File: src/rtl/lsu_bus_master.sv
// Load/store unit bus master.
// Accepts one core request at a time, checks alignment, runs a single word
// access on a simple ready/valid bus and returns one response pulse with
// right-aligned, size-extended load data.
module lsu_bus_master #(
  parameter int unsigned TIMEOUT = 16
) (
  input  logic        clk,
  input  logic        rstn,
  // core request side
  input  logic        ReqVld,
  output logic        ReqRdy,
  input  logic        ReqWr,
  input  logic [31:0] ReqAddr,
  input  logic [1:0]  ReqSize,
  input  logic        ReqSigned,
  input  logic [31:0] ReqWData,
  // core response side
  output logic        RspVld,
  output logic [31:0] RspData,
  output logic        RspErr,
  // word-indexed memory bus
  output logic        RRdy,
  output logic [31:0] RAddr,
  output logic [31:0] RWData,
  output logic        RWEn,
  output logic [3:0]  RWStrobe,
  input  logic        RVld,
  input  logic [31:0] RData
);

  // Wait counter only needs to reach TIMEOUT-1; the final waiting edge aborts.
  localparam int unsigned CW = (TIMEOUT > 1) ? $clog2(TIMEOUT) : 1;
  localparam logic [CW-1:0] CNT_LAST = CW'(TIMEOUT - 1);

  typedef enum logic [1:0] {
    IDLE = 2'd0,
    RD   = 2'd1,
    WR   = 2'd2,
    RSP  = 2'd3
  } state_e;

  // Size 3 is never legal; halves need even, words need 4-byte alignment.
  function automatic logic access_illegal(input logic [1:0] size, input logic [1:0] off);
    logic bad;
    case (size)
      2'd0:    bad = 1'b0;
      2'd1:    bad = off[0];
      2'd2:    bad = (off != 2'b00);
      default: bad = 1'b1;
    endcase
    return bad;
  endfunction

  // Byte enables for a store of the given size at the given byte offset.
  function automatic logic [3:0] store_strobe(input logic [1:0] size, input logic [1:0] off);
    logic [3:0] strb;
    case (size)
      2'd0:    strb = 4'b0001 << off;
      2'd1:    strb = 4'b0011 << {off[1], 1'b0};
      default: strb = 4'b1111;
    endcase
    return strb;
  endfunction

  // Replicate the right-aligned store data into every lane it could land in.
  function automatic logic [31:0] store_lanes(input logic [1:0] size, input logic [31:0] data);
    logic [31:0] lanes;
    case (size)
      2'd0:    lanes = {4{data[7:0]}};
      2'd1:    lanes = {2{data[15:0]}};
      default: lanes = data;
    endcase
    return lanes;
  endfunction

  // Move the addressed lane down to bit 0, then sign- or zero-extend.
  function automatic logic [31:0] load_extend(input logic [1:0]  size,
                                              input logic        sgn,
                                              input logic [1:0]  off,
                                              input logic [31:0] rdata);
    logic [31:0] sh;
    logic [31:0] ext;
    sh = rdata >> {off, 3'b000};
    case (size)
      2'd0:    ext = {{24{sgn & sh[7]}}, sh[7:0]};
      2'd1:    ext = {{16{sgn & sh[15]}}, sh[15:0]};
      default: ext = sh;
    endcase
    return ext;
  endfunction

  state_e        state_q, state_d;
  logic [CW-1:0] cnt_q, cnt_d;
  logic [1:0]    off_q, off_d;
  logic [1:0]    size_q, size_d;
  logic          sgn_q, sgn_d;

  logic          req_rdy_q, req_rdy_d;
  logic          rsp_vld_q, rsp_vld_d;
  logic [31:0]   rsp_data_q, rsp_data_d;
  logic          rsp_err_q, rsp_err_d;
  logic          rrdy_q, rrdy_d;
  logic [31:0]   raddr_q, raddr_d;
  logic [31:0]   rwdata_q, rwdata_d;
  logic          rwen_q, rwen_d;
  logic [3:0]    rwstrobe_q, rwstrobe_d;

  // State, latched request fields and every output are plain registers.
  always_ff @(posedge clk or negedge rstn) begin
    if (!rstn) begin
      state_q    <= IDLE;
      cnt_q      <= '0;
      off_q      <= 2'b00;
      size_q     <= 2'b00;
      sgn_q      <= 1'b0;
      req_rdy_q  <= 1'b0;
      rsp_vld_q  <= 1'b0;
      rsp_data_q <= 32'h0000_0000;
      rsp_err_q  <= 1'b0;
      rrdy_q     <= 1'b0;
      raddr_q    <= 32'h0000_0000;
      rwdata_q   <= 32'h0000_0000;
      rwen_q     <= 1'b0;
      rwstrobe_q <= 4'b0000;
    end else begin
      state_q    <= state_d;
      cnt_q      <= cnt_d;
      off_q      <= off_d;
      size_q     <= size_d;
      sgn_q      <= sgn_d;
      req_rdy_q  <= req_rdy_d;
      rsp_vld_q  <= rsp_vld_d;
      rsp_data_q <= rsp_data_d;
      rsp_err_q  <= rsp_err_d;
      rrdy_q     <= rrdy_d;
      raddr_q    <= raddr_d;
      rwdata_q   <= rwdata_d;
      rwen_q     <= rwen_d;
      rwstrobe_q <= rwstrobe_d;
    end
  end

  // Next state plus next output values; outputs are derived from the state being entered.
  always_comb begin
    state_d    = state_q;
    cnt_d      = cnt_q;
    off_d      = off_q;
    size_d     = size_q;
    sgn_d      = sgn_q;
    raddr_d    = raddr_q;
    rrdy_d     = 1'b0;
    rwen_d     = 1'b0;
    rwstrobe_d = 4'b0000;
    rwdata_d   = 32'h0000_0000;
    rsp_vld_d  = 1'b0;
    rsp_err_d  = 1'b0;
    rsp_data_d = 32'h0000_0000;

    case (state_q)
      IDLE: begin
        if (ReqVld && req_rdy_q) begin
          off_d  = ReqAddr[1:0];
          size_d = ReqSize;
          sgn_d  = ReqSigned;
          cnt_d  = '0;
          if (access_illegal(ReqSize, ReqAddr[1:0])) begin
            // Rejected without touching the bus.
            state_d   = RSP;
            rsp_vld_d = 1'b1;
            rsp_err_d = 1'b1;
          end else if (ReqWr) begin
            state_d    = WR;
            raddr_d    = {2'b00, ReqAddr[31:2]};
            rwen_d     = 1'b1;
            rwstrobe_d = store_strobe(ReqSize, ReqAddr[1:0]);
            rwdata_d   = store_lanes(ReqSize, ReqWData);
          end else begin
            state_d = RD;
            raddr_d = {2'b00, ReqAddr[31:2]};
            rrdy_d  = 1'b1;
          end
        end else begin
          state_d = IDLE;
        end
      end
      RD: begin
        if (RVld) begin
          state_d    = RSP;
          rsp_vld_d  = 1'b1;
          rsp_data_d = load_extend(size_q, sgn_q, off_q, RData);
        end else if (cnt_q == CNT_LAST) begin
          // Responder never answered: abort; a late RVld is ignored outside RD.
          state_d   = RSP;
          rsp_vld_d = 1'b1;
          rsp_err_d = 1'b1;
        end else begin
          rrdy_d = 1'b1;
          cnt_d  = cnt_q + CW'(1);
        end
      end
      WR: begin
        // The write is a single bus beat with no handshake.
        state_d   = RSP;
        rsp_vld_d = 1'b1;
      end
      RSP: begin
        state_d = IDLE;
      end
      default: begin
        state_d = IDLE;
      end
    endcase

    req_rdy_d = (state_d == IDLE);
  end

  assign ReqRdy   = req_rdy_q;
  assign RspVld   = rsp_vld_q;
  assign RspData  = rsp_data_q;
  assign RspErr   = rsp_err_q;
  assign RRdy     = rrdy_q;
  assign RAddr    = raddr_q;
  assign RWData   = rwdata_q;
  assign RWEn     = rwen_q;
  assign RWStrobe = rwstrobe_q;

endmodule

File: config.mk
export PLATFORM = sky130hd
export DESIGN_NAME = lsu_bus_master
export DESIGN_NICKNAME = d
export VERILOG_FILES = /design/src/rtl/lsu_bus_master.sv
export SDC_FILE = /design/constraint.sdc
export NUM_CORES = 1
export LEC_CHECK = 0
export BUFFER_PORTS_ARGS = -buffer_cell sky130_fd_sc_hd__buf_2
export CAP_MARGIN = 10
export CELL_PAD_IN_SITES_DETAIL_PLACEMENT = 2
export CELL_PAD_IN_SITES_GLOBAL_PLACEMENT = 2
export CORE_MARGIN = 1
export CORE_UTILIZATION = 25
export DETAILED_ROUTE_END_ITERATION = 12
export GPL_TIMING_DRIVEN = 0
export PLACE_DENSITY = 0.71
export SLEW_MARGIN = 10
export SYNTH_ARGS = -nofsm -noshare
export SYNTH_HDL_FRONTEND = slang
export SYNTH_SLANG_ARGS = --single-unit
export TNS_END_PERCENT = 5
File: constraint.sdc
create_clock -name clk -period 4.4 [get_ports clk]
set_clock_uncertainty 0.05 [all_clocks]
set_input_delay 0.88 -clock clk [delete_from_list [all_inputs] [get_ports clk]]
set_output_delay 0.88 -clock clk [all_outputs]
set_load 0.01 [all_outputs]
==> results by group <==
Outcome
  • Status: finished clean

CTS
  • CTS tree: done
  • Cts repair resizes: 0
  • CTS root buffer: clkbuf_16
  • CTS sink cnt: 114
  • Num CTS Buffers: 17
  • Clk Latency, worst-skew pair: 410 ps
  • H-tree Lvls: 4
  • Post-CTS Setup Inserts: 0
  • CTS clk-pin slew, worst paths: 60 ps
  • Clock tree buffer depth: 2
  • Hold buffers post-CTS: 0

Synth
  • Post-synth top area share: 54.8%
  • Synthesis warning total: 0
  • Synth unique cells: 52
  • Share of synthesized registers carrying an async set or reset: 100%
  • Area leader, netlist: dfrtp_1
  • #FFs+latches synth: 114
  • Mapped Cells: 432
  • Post-synth EDFFs: 0
  • Syn_area_per_cell: 12.0 µm²
  • Seq/Total Area, Yosys: 54.8%
  • Post-synth top flop: dfrtp_1
  • Synthesized area: 5200 µm²
  • Top post-synthesis cells by area: dfrtp_1 (55%), mux2_4 (8.7%), mux2_2 (5.4%)

Global routing
  • Met1 usage: 20.0%
  • First-pass GRT wire length: 27,600 µm
  • Number of global-route vias before repair: 4,833
  • Largest net degree at the start of global routing: 87
  • Remaining Overflow, GRT: 0
  • Busiest grt layer: met2
  • GRT Util Overall: 16.7%
  • M3 GR Usage: 4.34%
  • Initial antenna violation count: 0
  • GRT met2 Usage: 29.1%

Layout
  • Inserted Diodes: 0
  • Nets@finish: 764
  • Fin util: 35.4%
  • Share of layout cells above drive strength 1: 46.9%
  • Area Growth Syn to Fin: 38.2%

Die
  • CORE AREA: 20,300 µm²
  • Die X: 146 µm
  • Initial Util: 25.6%
  • I/O Pins: 209
  • FP Rows: 52
  • Die height: 146 µm
  • Die area: 21,400 µm²

STA
  • Final period util: 49.7%
  • Tmin final: 2180 ps
  • TNS Setup: 0 ps
  • Worst-Margin Slew: 726 ps
  • Slew headroom: 51.1%
  • Max Fclk: 458 MHz
  • Setup Viol. Count Final: 0
  • Unrepaired setup endpoints after global routing: false
  • Count of final max-slew check failures: 0
  • Final Hold Fails: 0

Placement
  • Final HPWL from detailed placement: 13,100 µm
  • PortBufs: 202
  • GP Congestion: 0.806

Drt
  • Pre-antenna DRT Iters: 4
  • Vias: 4,244
  • Routed WL: 17,300 µm
  • Drt wl/cell: 18.5 µm
  • ANT nets after route: 0
  • Vias per inst: 4.52
  • DRC: 0
  • DRT iter0 DRCs: 89

Pwr
  • Pwr dens: 600 nW/µm²
  • LEAKAGE: 3.76 nW
  • Maximum vdd drop: 0.000272 V

Flow run
  • Max-cap check violation count: 0

Worst setup path
  • Critical path's slowest cell: dfrtp_1
  • Worst r2r path cells: 7
  • Crit path arrival time: 2430 ps
  • Worst path max stage delay: 430 ps
  • Critical Path Fanout Max: 10
  • Crit-path leading delay family: buffers and inverters
  • Worst-path cell chain: inv_1, ha_1, buf_2, nand3_1, a21o_4, buf_12, mux2_4
  • Data required time of the worst path: 4650 ps
  • WS Path Type: reg2reg
  • Setup crit end kind: flop
  • Critical path launch point type: flop
  • Critical Path Stages: 7
  • Worst path bufs/invs: 3

Min path
  • Worst hold-check path type: in2async
stage by stage:
stage	worst slack [ps]	hold slack, ps	power, mW	area [µm²]	instances
after global placement	977	442	2.86	6560	905
after floorplan	2150	428	2.37	5210	433
after CTS	2190	280	4.39	7190	938
after detailed placement	1970	439	2.94	6590	906
after global routing	2090	294	4.56	7190	938
final	2220	292	4.32	7190	938
Yosys cell counts (all sizes together) (2+ instances only):
| master | number |
|---|---|
| nor2b | 2 |
| o211ai | 2 |
| buf | 20 |
| nor3 | 12 |
| nand4 | 2 |
| a21o | 4 |
| mux2i | 16 |
| dfrtp | 114 |
| o21ai | 16 |
| a211oi | 7 |
| mux2 | 55 |
| nand4b | 2 |
| a221oi | 10 |
| and2 | 9 |
| nor2 | 20 |
| nand3 | 3 |
| o22ai | 2 |
| o2bb2ai | 8 |
| nand2 | 55 |
| inv | 8 |
| a21boi | 3 |
| a21oi | 21 |
| nor3b | 3 |
| xor2 | 3 |
| a31oi | 3 |
| ha | 5 |
| clkbuf | 10 |
| and4b | 2 |
cell type report:
cell class,instances,area [µm²]
inverter,8,30.0
sequential,114,2850
fill,2219,13100
buffer,30,193
clock inverter,13,159
clock buffer,19,443
timing repair buffer,203,1040
multi-input combinational,281,2130
tap,270,338
power breakdown:
group / internal [mW] / switching, mW
clock network: 0.904 / 0.513
registers: 1.30 / 0.155
logic: 0.685 / 0.763
total: 2.89 / 1.43
layer usage:
layer	wire [µm]	vias to the layer above
li1	-	1970
met1	7420	2119
met2	8820	136
met3	868	19
met4	236	0
met5	0	-
logic make-up (layout without fill, tap and decap cells):
kind of cell | after synthesis | after routing | share of synthesized area, %
and+or+nand+nor | 118 | 118 | 10.8
other | 1 | 2 | 0.0720
AOI/OAI and AO/OA | 81 | 81 | 10.8
muxes | 72 | 72 | 17.6
xor gates and xnor gates | 3 | 3 | 0.505
DFF | 114 | 114 | 54.8
buffers and inverters | 38 | 273 | 4.28
adders and majority gates | 5 | 5 | 1.20
sequential cells by signal, indices dropped and copies added, names as in the netlist, 2 cells and up:
name	flops
RspData	32
size_q	2
RWStrobe	4
off_q	2
cnt_q	4
RWData	32
RAddr	30
state_q	2
layout by cell type (no fill, tap or decap), types with 16 or more instances in the layout:
| cell | n |
|---|---|
| a21oi_1 | 21 |
| dfrtp_1 | 114 |
| o21ai_0 | 16 |
| nand2_1 | 55 |
| mux2_4 | 30 |
| mux2_2 | 25 |
| clkbuf_16 | 17 |
| buf_2 | 208 |
| mux2i_1 | 16 |
| nor2_1 | 20 |
final timing paths:
check / from / to / slack [ps]
max: state_q[1] / RAddr[7] / 2220
min: rstn / RspErr / 290
max reg2reg: state_q[1] / RAddr[7] / 2220
min reg2reg: RAddr[21] / RAddr[21] / 460
max in group asynchronous: rstn / RAddr[10] / 3250
min in group clk: RAddr[21] / RAddr[21] / 460
No activity file was read; power rests on OpenSTA's default activity.
